File: src/rtl/sram_ctrl_pkg.sv
// Shared types and default widths for the SRAM request controller.
// The optional RAM zero-fill is selected by the SRAM_CTRL_INIT_EN macro in sram_req_ctrl.
package sram_ctrl_pkg;

   localparam int DEF_WIDTH      = 32;
   localparam int DEF_ADDR_WIDTH = 2;
   localparam int DEF_WE_WIDTH   = DEF_WIDTH / 8;

   typedef enum logic {
      INIT = 1'b0,
      RUN  = 1'b1
   } state_t;

   function automatic logic [DEF_WE_WIDTH-1:0] be_all();
      return '1;
   endfunction

endpackage

File: src/rtl/sram_rsp_fifo.sv
// Show-ahead response FIFO for read data returning from the RAM.
// Head entry is presented combinationally; count feeds the request-side credit check.
module sram_rsp_fifo
   import sram_ctrl_pkg::*;
#(
   parameter int WIDTH = DEF_WIDTH,
   parameter int DEPTH = 2
) (
   input  logic                       clk,
   input  logic                       rst,
   input  logic                       push,
   input  logic [WIDTH-1:0]           push_data,
   input  logic                       pop,
   output logic                       valid,
   output logic [WIDTH-1:0]           data,
   output logic [$clog2(DEPTH):0]     count
);

   localparam int PW = $clog2(DEPTH);
   localparam int CW = PW + 1;

   logic [WIDTH-1:0] mem [DEPTH];
   logic [PW-1:0]    wr_ptr;
   logic [PW-1:0]    rd_ptr;
   logic             pop_ok;

   assign pop_ok = pop && (count != '0);

   // Entries are reset so rsp_data reads zero out of reset.
   always_ff @(posedge clk or posedge rst) begin
      if (rst) begin
         wr_ptr <= '0;
         rd_ptr <= '0;
         count  <= '0;
         for (int i = 0; i < DEPTH; i++) mem[i] <= '0;
      end else begin
         if (push) begin
            mem[wr_ptr] <= push_data;
            wr_ptr      <= wr_ptr + PW'(1);
         end
         if (pop_ok) rd_ptr <= rd_ptr + PW'(1);
         case ({push, pop_ok})
            2'b10:   count <= count + CW'(1);
            2'b01:   count <= count - CW'(1);
            default: count <= count;
         endcase
      end
   end

   assign valid = (count != '0);
   assign data  = mem[rd_ptr];

endmodule

File: src/rtl/sram_req_ctrl.sv
// Request-side controller for a single-port RAM: issue registers, read credits, response FIFO.
// Define SRAM_CTRL_INIT_EN to zero-fill the RAM after reset before accepting requests.
//
// state | meaning
// INIT  | post-reset; optional zero-fill in progress, requests not accepted
// RUN   | normal operation until reset
module sram_req_ctrl
   import sram_ctrl_pkg::*;
#(
   parameter int WIDTH      = DEF_WIDTH,
   parameter int ADDR_WIDTH = DEF_ADDR_WIDTH,
   parameter int WE_WIDTH   = DEF_WE_WIDTH,
   parameter int RSP_DEPTH  = 2
) (
   input  logic                  clk,
   input  logic                  rst,
   input  logic                  req_valid,
   output logic                  req_ready,
   input  logic                  req_wr,
   input  logic [ADDR_WIDTH-1:0] req_addr,
   input  logic [WE_WIDTH-1:0]   req_be,
   input  logic [WIDTH-1:0]      req_wdata,
   output logic                  rsp_valid,
   input  logic                  rsp_ready,
   output logic [WIDTH-1:0]      rsp_data,
   output logic                  init_done,
   output logic                  ram_en,
   output logic [WE_WIDTH-1:0]   ram_we,
   output logic [ADDR_WIDTH-1:0] ram_addr,
   output logic [WIDTH-1:0]      ram_din,
   input  logic [WIDTH-1:0]      ram_dout
);

   localparam int CW = $clog2(RSP_DEPTH) + 1;

   state_t                state;
   state_t                state_nxt;
   logic                  accept;
   logic                  rd_issue;
   logic                  rd_capture;
   logic [CW-1:0]         fifo_count;
   logic [CW-1:0]         credits;
   logic                  init_wr;
   logic [ADDR_WIDTH-1:0] init_addr;
   logic                  fill_done;

`ifdef SRAM_CTRL_INIT_EN
   logic [ADDR_WIDTH:0] fill_cnt;

   always_ff @(posedge clk or posedge rst) begin
      if (rst)           fill_cnt <= '0;
      else if (init_wr)  fill_cnt <= fill_cnt + (ADDR_WIDTH+1)'(1);
   end

   assign init_wr   = (state == INIT) && !fill_cnt[ADDR_WIDTH];
   assign init_addr = fill_cnt[ADDR_WIDTH-1:0];
   assign fill_done = fill_cnt[ADDR_WIDTH];
`else
   assign init_wr   = 1'b0;
   assign init_addr = '0;
   assign fill_done = 1'b1;
`endif

   always_ff @(posedge clk or posedge rst) begin
      if (rst) state <= INIT;
      else     state <= state_nxt;
   end

   always_comb begin
      state_nxt = state;
      if (state == INIT && fill_done) state_nxt = RUN;
   end

   // Reads occupy a credit from accept until popped, including the two RAM pipeline stages.
   assign credits = fifo_count + CW'(rd_issue) + CW'(rd_capture);

   always_comb begin
      req_ready = (state == RUN) && (credits < CW'(RSP_DEPTH));
      init_done = (state == RUN);
   end

   assign accept = req_valid && req_ready;

   always_ff @(posedge clk or posedge rst) begin
      if (rst) begin
         ram_en     <= 1'b0;
         ram_we     <= '0;
         ram_addr   <= '0;
         ram_din    <= '0;
         rd_issue   <= 1'b0;
         rd_capture <= 1'b0;
      end else begin
         rd_capture <= rd_issue;
         if (init_wr) begin
            ram_en   <= 1'b1;
            ram_we   <= be_all();
            ram_addr <= init_addr;
            ram_din  <= '0;
            rd_issue <= 1'b0;
         end else if (accept) begin
            ram_en   <= req_wr;
            ram_we   <= req_wr ? req_be : '0;
            ram_addr <= req_addr;
            if (req_wr) ram_din <= req_wdata;
            rd_issue <= !req_wr;
         end else begin
            ram_en   <= 1'b0;
            ram_we   <= '0;
            rd_issue <= 1'b0;
         end
      end
   end

   sram_rsp_fifo #(
      .WIDTH (WIDTH),
      .DEPTH (RSP_DEPTH)
   ) u_rsp_fifo (
      .clk       (clk),
      .rst       (rst),
      .push      (rd_capture),
      .push_data (ram_dout),
      .pop       (rsp_ready),
      .valid     (rsp_valid),
      .data      (rsp_data),
      .count     (fifo_count)
   );

endmodule

File: config.mk
export PLATFORM = sky130hd
export DESIGN_NAME = sram_req_ctrl
export DESIGN_NICKNAME = d
export VERILOG_FILES = /design/src/rtl/sram_ctrl_pkg.sv /design/src/rtl/sram_rsp_fifo.sv /design/src/rtl/sram_req_ctrl.sv
export SDC_FILE = /design/constraint.sdc
export NUM_CORES = 1
export LEC_CHECK = 0
export BUFFER_PORTS_ARGS = -buffer_cell sky130_fd_sc_hd__buf_2
export CORE_AREA = 2 2 99 101
export CTS_CLUSTER_SIZE = 16
export DETAILED_ROUTE_END_ITERATION = 12
export DIE_AREA = 0 0 101 103
export GPL_ROUTABILITY_DRIVEN = 0
export PLACE_DENSITY = 0.8
export SLEW_MARGIN = 20
export SYNTH_ARGS = -nofsm -noshare
export SYNTH_HDL_FRONTEND = slang
export SYNTH_SLANG_ARGS = --single-unit
export TNS_END_PERCENT = 10
File: constraint.sdc
create_clock -name clk -period 3.5 [get_ports clk]
set_clock_uncertainty 0.05 [all_clocks]
set_input_delay 0.35 -clock clk [delete_from_list [all_inputs] [get_ports clk]]
set_output_delay 0.35 -clock clk [all_outputs]
set_load 0.03 [all_outputs]
==> flow_metrics.py, run 1 <==
metrics = {
    "placed_design": {
        "io_buffers": 148,
        "hpwl_um": 5970,
    },
    "layout": {
        "drive_gt1_share_pct": 68.2,
        "seqCellArea_um2": 2750,
        "finalNetCount": 509,
        "syn_to_final_growth_pct": 23.6,
        "num-fill-cells": 760,
        "multiInputGateArea_um2": 1690,
        "diodes": 0,
    },
    "yosys": {
        "synth-edff-count": 0,
        "syn-cell-area_um2": 4520,
        "synth_cell_types": 24,
        "yosysWarnings": 0,
        "async_flop_share_pct": 100,
        "syn_avg_cell_area_um2": 16.0,
        "syn_inst": 282,
        "synth_flop_cell": "dfrtp_1",
        "ys_seq_elements": 110,
        "ys_seq_area_share_pct": 60.9,
        "syn-num-nets": 359,
    },
    "detailed_routing": {
        "drt-pass1-iter-count": 4,
        "viasPerCell": 5.05,
        "dr.first_iter.drc_count": 29,
        "drc": 0,
        "ant_nets": 0,
        "totalWireLength_um": 8650,
        "detail_route.wl_per_cell_um": 15.7,
        "vias": 2780,
    },
    "sta": {
        "maxSlewHeadroom_pct": 33.6,
        "holdWs_ps": 85.7,
        "rsz0062_at_grt": "false",
        "tns_ps": 0,
        "fmax_mhz": 411,
        "setup_viol": 0,
        "tightest_slew_ps": 994,
        "slew_violations": 0,
        "finalCriticalPeriod_ps": 2430,
        "finalHoldViolations": 0,
        "min_period_over_period_pct": 69.5,
    },
    "critical_path": {
        "crit_path_top_delay_cell": "mux2i_4",
        "r2r_start": "rd_capture",
        "reg2regPathDepth": 5,
        "criticalPathCategory": "reg -> reg",
        "crit_chain": "ha_1 > a21oi_4 > mux2i_4 > buf_4 > mux2_2",
        "start_kind": "register",
        "cp_top_family": "multiplexers",
        "rrSetupSlack_ps": 1070,
        "slowest_delay_ps": 510,
        "path_buf_inv": 1,
        "path_max_fanout": 24,
        "r2r-end": "ram_din[16]",
        "critical_path_required_ps": 3710,
        "endpoint_kind": "register",
        "cp.arrival_ps": 2640,
    },
    "floorplanning": {
        "die_y_um": 103,
        "floorplan.initialDensity_pct": 47.8,
        "die_x_um": 101,
        "rows": 36,
        "die_area_um2": 10400,
        "core_area_um2": 9460,
        "io_pins": 149,
    },
    "power_and_ir_drop": {
        "power_density_nw_per_um2": 1030,
        "p_switching_w": 0.00233,
        "irDropWorstVdd_uv": 593,
        "finalPower_w": 0.00575,
        "leakage_nw": 2.68,
        "switching_share_pct": 40.5,
        "power.internal_w": 0.00342,
        "power_frac_seq_pct": 37.6,
        "p_comb_share_pct": 48.1,
        "clockPowerShare_pct": 14.3,
    },
    "global_route": {
        "grt_pass1_wl_um": 13400,
        "grt_max_degree": 92,
        "grt_overflow": 0,
        "grt_pass1_vias": 2891,
        "antenna_found_initial": 0,
        "track_usage_pct": 16.9,
    },
    "hold_path": {
        "min_path_type": "in -> async",
    },
    "cts": {
        "clock-sinks": 110,
        "cts_buffers": 9,
        "cts-root-buf": "clkbuf_8",
        "clkTransAtPathRegs_ps": 90,
        "cts_hold_buf": 0,
        "cts_setup_buffers": 0,
        "cts_buffer_depth": 2,
        "clk-insertion-delay-late_ps": 360,
        "cts_tree": "done",
        "cts_resized": 0,
        "htreeDepth": 3,
    },
    "run_status": {
        "status": "complete, no violations",
    },
    "job": {
        "drv_cap": 0,
    },
}
placed cells by master, fill, tap and decap left out:
master / Yosys / routed
xor2_1: 4 / 4
mux2_1: 3 / 3
clkinv_2: 0 / 2
or2_2: 1 / 1
ha_1: 2 / 2
dfrtp_1: 110 / 110
buf_2: 3 / 148
nand4b_1: 1 / 1
nand2_1: 1 / 1
xnor2_1: 2 / 2
and2_1: 6 / 6
nor2b_1: 1 / 1
inv_1: 2 / 1
conb_1: 1 / 1
clkbuf_8: 0 / 10
buf_4: 0 / 4
nor2_1: 2 / 1
inv_6: 0 / 1
nand4_1: 1 / 1
mux2i_4: 1 / 1
a21oi_4: 1 / 1
mux2i_1: 1 / 1
nor2_4: 0 / 1
nand3_1: 1 / 1
clkbuf_1: 4 / 2
mux2_2: 127 / 127
bufinv_16: 0 / 2
nand3b_1: 1 / 1
area by class of cell:
type / instances / area share, %
clock buffer: 12 / 2.60
clock inverter: 4 / 1.25
inverter: 2 / 0.224
multi-input combinational: 157 / 30.3
sequential: 110 / 49.3
tap: 114 / 2.55
timing repair buffer: 152 / 13.8
cells in the mapped netlist (2+ instances only):
cell type,n,share of area (%)
mux2_2,127,32
dfrtp_1,110,61
and2_1,6,0.83
clkbuf_1,4,0.33
xor2_1,4,0.78
buf_1,3,0.25
buf_2,3,0.33
buf_6,3,0.75
mux2_1,3,0.75
ha_1,2,0.55
inv_1,2,0.17
nor2_1,2,0.17
xnor2_1,2,0.39
worst reg2reg max path, cell delays in order, from the launching register on:
cell and delay, ps:
dfrtp_1 430, ha_1 340, a21oi_4 230, mux2i_4 510, buf_4 390, mux2_2 380
worst max path at each step:
stage                    start           to  slack, ps  depth (start not counted)
detailed placement  rd_capture  ram_din[16]       1050                          5
finish              rd_capture  ram_din[16]       1070                          5
global route        rd_capture  ram_din[20]        910                          5
global placement    rd_capture   ram_din[3]       1120                          5
CTS                 rd_capture  ram_din[16]       1050                          5
floorplan                  rst    init_done        200                          1
layer usage:
metal | up-vias | track usage [%] | part of all wire (%)
met1 | 1375 | 20.0 | 42
met3 | 14 | 5.97 | 7.9
met2 | 101 | 27.5 | 48
li1 | 1290 | - | -
met4 | 0 | 8.73 | 2.3
met5 | - | 0 | 0
state kept, by name, summed over array words and instances, names as in the netlist, 2 cells and up:
signal	cells
u_rsp_fifo.mem	64
ram_we	4
ram_din	32
ram_addr	2
u_rsp_fifo.count	2
cells by family after synthesis:
kind of cell             count (synthesis)  share of synthesized area, %
buffers and inverters                   15                          1.83
adder cells (fa/ha/maj)                  2                         0.554
AO/OA/AOI/OAI                            1                         0.360
AND/OR/NAND/NOR                         15                          1.97
multiplexers                           132                          33.1
other                                    1                        0.0830
flip-flops                             110                          60.9
XOR/XNOR                                 6                          1.16
power by group through the flow:
stage               Sequential, W  Clock [W]  Combinational, W
finish                    0.00216   0.000823           0.00277
global route              0.00224   0.000896           0.00295
CTS                       0.00217   0.000852           0.00280
detailed placement        0.00219          0           0.00280
global placement          0.00215          0           0.00275
floorplan                 0.00253          0           0.00171
through the flow:
| step | utilization (%) | setup slack (ps) | instance area (µm²) | std cells |
|---|---|---|---|---|
| after floorplan | - | 198 | 4520 | 282 |
| after detailed placement | 56.7 | 1050 | 5370 | 535 |
| after CTS | 59.0 | 1050 | 5580 | 551 |
| after global placement | 56.7 | 1120 | 5370 | 535 |
| after global routing | 59.0 | 908 | 5580 | 551 |
| final | 59.0 | 1070 | 5580 | 551 |
Power figures use the tool's default switching activity.
==> run 2, diff against run 1 <==
--- a/config.mk
+++ b/config.mk
@@ -6,12 +6,12 @@
 export NUM_CORES = 1
 export LEC_CHECK = 0
 export BUFFER_PORTS_ARGS = -buffer_cell sky130_fd_sc_hd__buf_2
-export CORE_AREA = 2 2 99 101
+export CORE_AREA = 2 2 104 106
 export CTS_CLUSTER_SIZE = 16
 export DETAILED_ROUTE_END_ITERATION = 12
-export DIE_AREA = 0 0 101 103
+export DIE_AREA = 0 0 106 108
 export GPL_ROUTABILITY_DRIVEN = 0
-export PLACE_DENSITY = 0.8
+export PLACE_DENSITY = 0.77
 export SLEW_MARGIN = 20
 export SYNTH_ARGS = -nofsm -noshare
 export SYNTH_HDL_FRONTEND = slang
==> constraint.sdc (replaced) <==
create_clock -name clk -period 2.1 [get_ports clk]
set_clock_uncertainty 0.05 [all_clocks]
set_input_delay 0.21 -clock clk [delete_from_list [all_inputs] [get_ports clk]]
set_output_delay 0.21 -clock clk [all_outputs]
set_load 0.03 [all_outputs]
==> run 2 against run 1 <==
Net effect:
- sequential power rose by 68%
- total power is 64% higher
- highest routed layer unchanged
- cell count grew 6.7%
- combinational power grew 70%
==> flow_metrics.py, run 2 (synthesis gave the netlist of run 1 again) <==
metrics = {
    "layout": {
        "multiInputGateArea_um2": 1700,
        "finalNetCount": 524,
        "reg_top3": "u_rsp_fifo.mem x64, ram_din x32, ram_we x4",
        "syn_to_final_growth_pct": 27.1,
        "largest_register_ffs": 64,
        "layout.cells.non_filler": 588,
        "diodes": 0,
        "final_cell_mix": "buf_2 (147), mux2_2 (127), dfrtp_1 (110)",
        "seqCellArea_um2": 2750,
        "num-fill-cells": 860,
        "drive_gt1_share_pct": 68.1,
        "finalInstanceArea_um2": 5740,
        "layout.cells.most_common": "buf_2",
        "max_flop_register": "u_rsp_fifo.mem",
    },
    "detailed_routing": {
        "ant_nets": 0,
        "met1_length_um": 3540,
        "totalWireLength_um": 9100,
        "viasPerCell": 4.81,
        "drt-pass1-iter-count": 2,
        "drc": 0,
        "dr_wl_met3_um": 695,
        "top_layer": "met4",
        "wl_met2_um": 4670,
        "dr.first_iter.drc_count": 67,
        "detail_route.wl_per_cell_um": 15.5,
        "vias": 2826,
    },
    "global_route": {
        "grt_pass1_vias": 3178,
        "grt_max_degree": 71,
        "grt_overflow": 0,
        "grt_pass1_wl_um": 14700,
        "antenna_found_initial": 0,
        "track_usage_pct": 16.5,
    },
    "cts": {
        "cts_buffer_depth": 2,
        "cts_buffers": 9,
        "clock-sinks": 110,
        "cts_tree": "done",
        "clkTransAtPathRegs_ps": 100,
        "htreeDepth": 3,
        "cts-root-buf": "clkbuf_8",
        "clk-insertion-delay-late_ps": 360,
    },
    "critical_path": {
        "r2r-end": "ram_din[21]",
        "rrSetupSlack_ps": 90,
        "cp.arrival_ps": 2210,
        "r2r_start": "u_rsp_fifo.count[0]",
        "reg2regPathDepth": 6,
        "criticalPathCategory": "reg -> reg",
        "path_max_fanout": 15,
        "endpoint_kind": "register",
        "start_kind": "register",
        "critical_path_required_ps": 2290,
    },
    "floorplanning": {
        "core_area_um2": 10200,
        "die_area_um2": 11400,
        "floorplan.initialDensity_pct": 44.2,
        "io_pins": 149,
        "die_y_um": 108,
        "rows": 37,
        "die_x_um": 106,
    },
    "hold_path": {
        "holdPathStages": 2,
        "min_path_type": "in -> reg",
        "holdPathEnd": "ram_din[27]",
        "worstHoldStart": "req_wdata[27]",
    },
    "sta": {
        "setup_viol": 0,
        "rsz0062_at_grt": "false",
        "slew_violations": 0,
        "fmax_mhz": 497,
        "holdWs_ps": 18.3,
        "finalHoldViolations": 0,
        "tns_ps": 0,
        "min_period_over_period_pct": 95.8,
        "finalCriticalPeriod_ps": 2010,
    },
    "power_and_ir_drop": {
        "irDropWorstVdd_uv": 727,
        "power_density_nw_per_um2": 1650,
        "leakage_nw": 2.73,
    },
    "placed_design": {
        "post_dp_cell_area_um2": 5470,
        "io_buffers": 148,
        "dp.cells": 564,
        "hpwl_um": 6350,
    },
    "job": {
        "drv_cap": 0,
    },
    "run_status": {
        "status": "complete, no violations",
    },
}
## run 2: worst max-delay path by stage
stage                              from           to  slack [ps]  cells after the start
floorplan                    rd_capture   ram_din[0]          50                      5
global placement    u_rsp_fifo.count[0]  ram_din[24]          90                      5
detailed placement  u_rsp_fifo.count[0]  ram_din[23]          60                      5
CTS                 u_rsp_fifo.count[0]    req_ready          10                      5
global route        u_rsp_fifo.count[0]    req_ready          10                      5
finish              u_rsp_fifo.count[0]  ram_din[21]          90                      6
## run 2: final cells by class
type                            count  share of cell area, %
Multi-Input combinational cell    157                   29.7
Timing Repair Buffer              167                   16.3
Sequential cell                   110                   47.9
Clock buffer                       12                   2.53
Tap cell                          136                   2.96
Inverter                            2                  0.196
Clock inverter                      4                  0.392
## run 2: stage by stage
step	utilization (%)	power, W	setup slack [ps]
6_report	56.1	0.00946	87.5
5_1_grt	56.1	0.0100	11.6
4_1_cts	55.8	0.00955	11.8
3_5_place_dp	53.5	0.00839	63.4
3_3_place_gp	53.5	0.00821	90.5
2_1_floorplan	-	0.00707	48.7
## run 2: per-layer routing
metal  GRT usage, %  vias up
met2           29.9      102
met1           17.9     1395
met4           7.14        0
met3           5.18       14
li1               -     1315
met5              0        -
## run 2: critical path, stage by stage (launching register included)
cell,delay (ps)
dfrtp_1,450
ha_4,250
a21oi_4,180
buf_12,130
mux2i_4,240
buf_4,250
mux2_2,350
## run 2: report_power, final
group / internal [W] / leakage (nW) / switching (W)
Combinational: 0.00196 / 1.32 / 0.00275
Sequential: 0.00312 / 1.32 / 0.000517
Clock: 0.000460 / 0.0861 / 0.000661
Total: 0.00553 / 2.73 / 0.00393
## run 2: repair_timing
item	CTS	global route
buffers inserted	1	1
pin swaps	1	1
hold endpoints to repair	115	0
hold buffers	6	0
resized for setup	0	2
setup endpoints to repair	1	1
==> run 3, diff against run 2 <==
--- a/config.mk
+++ b/config.mk
@@ -12,6 +12,7 @@
 export DIE_AREA = 0 0 106 108
 export GPL_ROUTABILITY_DRIVEN = 0
 export PLACE_DENSITY = 0.77
+export SETUP_SLACK_MARGIN = 0.5
 export SLEW_MARGIN = 20
 export SYNTH_ARGS = -nofsm -noshare
 export SYNTH_HDL_FRONTEND = slang
==> run 3 against run 2 <==
Net effect:
- first-iteration DRC count is 4.5% higher
- maximum frequency is 1.1% higher
- core utilization is 1.6 points higher
- critical endpoint is now req_ready
- largest cell class unchanged
- largest power group unchanged
==> flow_metrics.py, run 3 (synthesis gave the netlist of run 1 again) <==
metrics = {
    "detailed_routing": {
        "ant_nets": 0,
        "totalWireLength_um": 9700,
        "vias": 2901,
        "drc": 0,
        "viasPerCell": 4.88,
        "dr.first_iter.drc_count": 70,
        "detail_route.wl_per_cell_um": 16.3,
        "drt-pass1-iter-count": 4,
    },
    "sta": {
        "tns_ps": 0,
        "fmax_mhz": 502,
        "finalHoldViolations": 0,
        "rsz0062_at_grt": "true",
        "finalCriticalPeriod_ps": 1990,
        "holdWs_ps": 24.2,
        "min_period_over_period_pct": 94.8,
        "setup_viol": 0,
        "slew_violations": 0,
        "fin_ws_ps": 109,
    },
    "layout": {
        "seqCellArea_um2": 2750,
        "multiInputGateArea_um2": 1760,
        "num-fill-cells": 838,
        "layout.cells.most_common": "buf_2",
        "finalNetCount": 531,
        "reg_top3": "u_rsp_fifo.mem x64, ram_din x32, ram_we x4",
        "final_cell_mix": "buf_2 (147), mux2_2 (113), dfrtp_1 (110)",
        "layout.cells.non_filler": 595,
        "diodes": 0,
        "syn_to_final_growth_pct": 30.7,
        "largest_register_ffs": 64,
        "max_flop_register": "u_rsp_fifo.mem",
        "drive_gt1_share_pct": 69.1,
    },
    "floorplanning": {
        "die_y_um": 108,
        "core_area_um2": 10200,
        "floorplan.initialDensity_pct": 44.2,
        "rows": 37,
        "io_pins": 149,
        "die_area_um2": 11400,
        "die_x_um": 106,
    },
    "hold_path": {
        "min_path_type": "in -> reg",
    },
    "job": {
        "drv_cap": 0,
    },
    "critical_path": {
        "critical_path_required_ps": 1840,
        "start_kind": "register",
        "path_max_fanout": 3,
        "cp.arrival_ps": 1730,
        "rrSetupSlack_ps": 120,
        "criticalPathCategory": "reg -> out",
        "endpoint_kind": "output port",
    },
    "placed_design": {
        "io_buffers": 148,
        "place_ws_ps": 63.4,
        "dp.cells": 564,
        "hpwl_um": 6350,
    },
    "cts": {
        "clkTransAtPathRegs_ps": 100,
        "clk-insertion-delay-late_ps": 360,
        "cts_tree": "done",
        "clock-sinks": 110,
        "htreeDepth": 3,
        "cts-root-buf": "clkbuf_8",
        "cts_buffer_depth": 2,
        "cts_buffers": 9,
    },
    "global_route": {
        "grt_pass1_wl_um": 14900,
        "grt_max_degree": 71,
        "antenna_found_initial": 0,
        "track_usage_pct": 16.7,
        "grt_pass1_vias": 3192,
        "grt_overflow": 0,
    },
    "power_and_ir_drop": {
        "power_density_nw_per_um2": 1640,
        "leakage_nw": 2.83,
        "irDropWorstVdd_uv": 826,
    },
    "run_status": {
        "status": "complete, no violations",
    },
}
-- run 3: metrics by stage --
step,instance area (µm²),power [W],utilization [%]
after floorplan,4520,0.00707,-
after global placement,5470,0.00821,53.5
after detailed placement,5470,0.00839,53.5
after CTS,5780,0.00963,56.5
after global routing,5910,0.0102,57.7
final,5910,0.00966,57.7
-- run 3: final timing paths --
| kind | startpoint | end | depth (start not counted) |
|---|---|---|---|
| hold / removal | req_wdata[19] | ram_din[19] | 2 |
| max in group asynchronous | rst | u_rsp_fifo.mem[36] | 4 |
| min in group asynchronous | rst | u_rsp_fifo.mem[34] | 4 |
| setup reg to reg | rd_capture | ram_addr[0] | 6 |
| setup / recovery | rd_capture | req_ready | 5 |
| hold reg to reg | rd_issue | rd_capture | 0 |
-- run 3: power breakdown --
| part | total (W) | internal [W] | leakage (nW) | switching (W) |
|---|---|---|---|---|
| Clock | 0.00113 | 0.000460 | 0.0861 | 0.000668 |
| Sequential | 0.00364 | 0.00312 | 1.32 | 0.000523 |
| Combinational | 0.00490 | 0.00210 | 1.42 | 0.00280 |
| Total | 0.00966 | 0.00567 | 2.83 | 0.00399 |
-- run 3: routing by layer --
metal	global-route usage [%]	share of wire [%]
met5	0	0
met4	7.05	1.5
met3	5.30	7.3
met2	30.2	53
met1	18.2	38
-- run 3: layout make-up --
| class | instances | area share, % |
|---|---|---|
| repair buffers | 174 | 17.6 |
| clock inverters | 4 | 0.381 |
| inverters | 2 | 0.191 |
| well taps | 136 | 2.88 |
| flip-flops and latches | 110 | 46.6 |
| clock buffers | 12 | 2.46 |
| multi-input cells | 157 | 29.9 |
-- run 3: what timing repair did --
item                                   4_1_cts  5_1_grt
hold buffers                                 6        0
gates resized for setup                     10       14
pin swaps                                    1        0
setup endpoints to repair                   75      117
gates cloned                                 1        2
endpoints found under the hold margin      115        0
buffers inserted                             4        2
-- run 3: worst max-delay path: stages (launching register included) --
cell and delay [ps]:
dfrtp_1 420, ha_4 260, a21oi_4 190, xor2_1 170
and2_1 180, buf_6 150
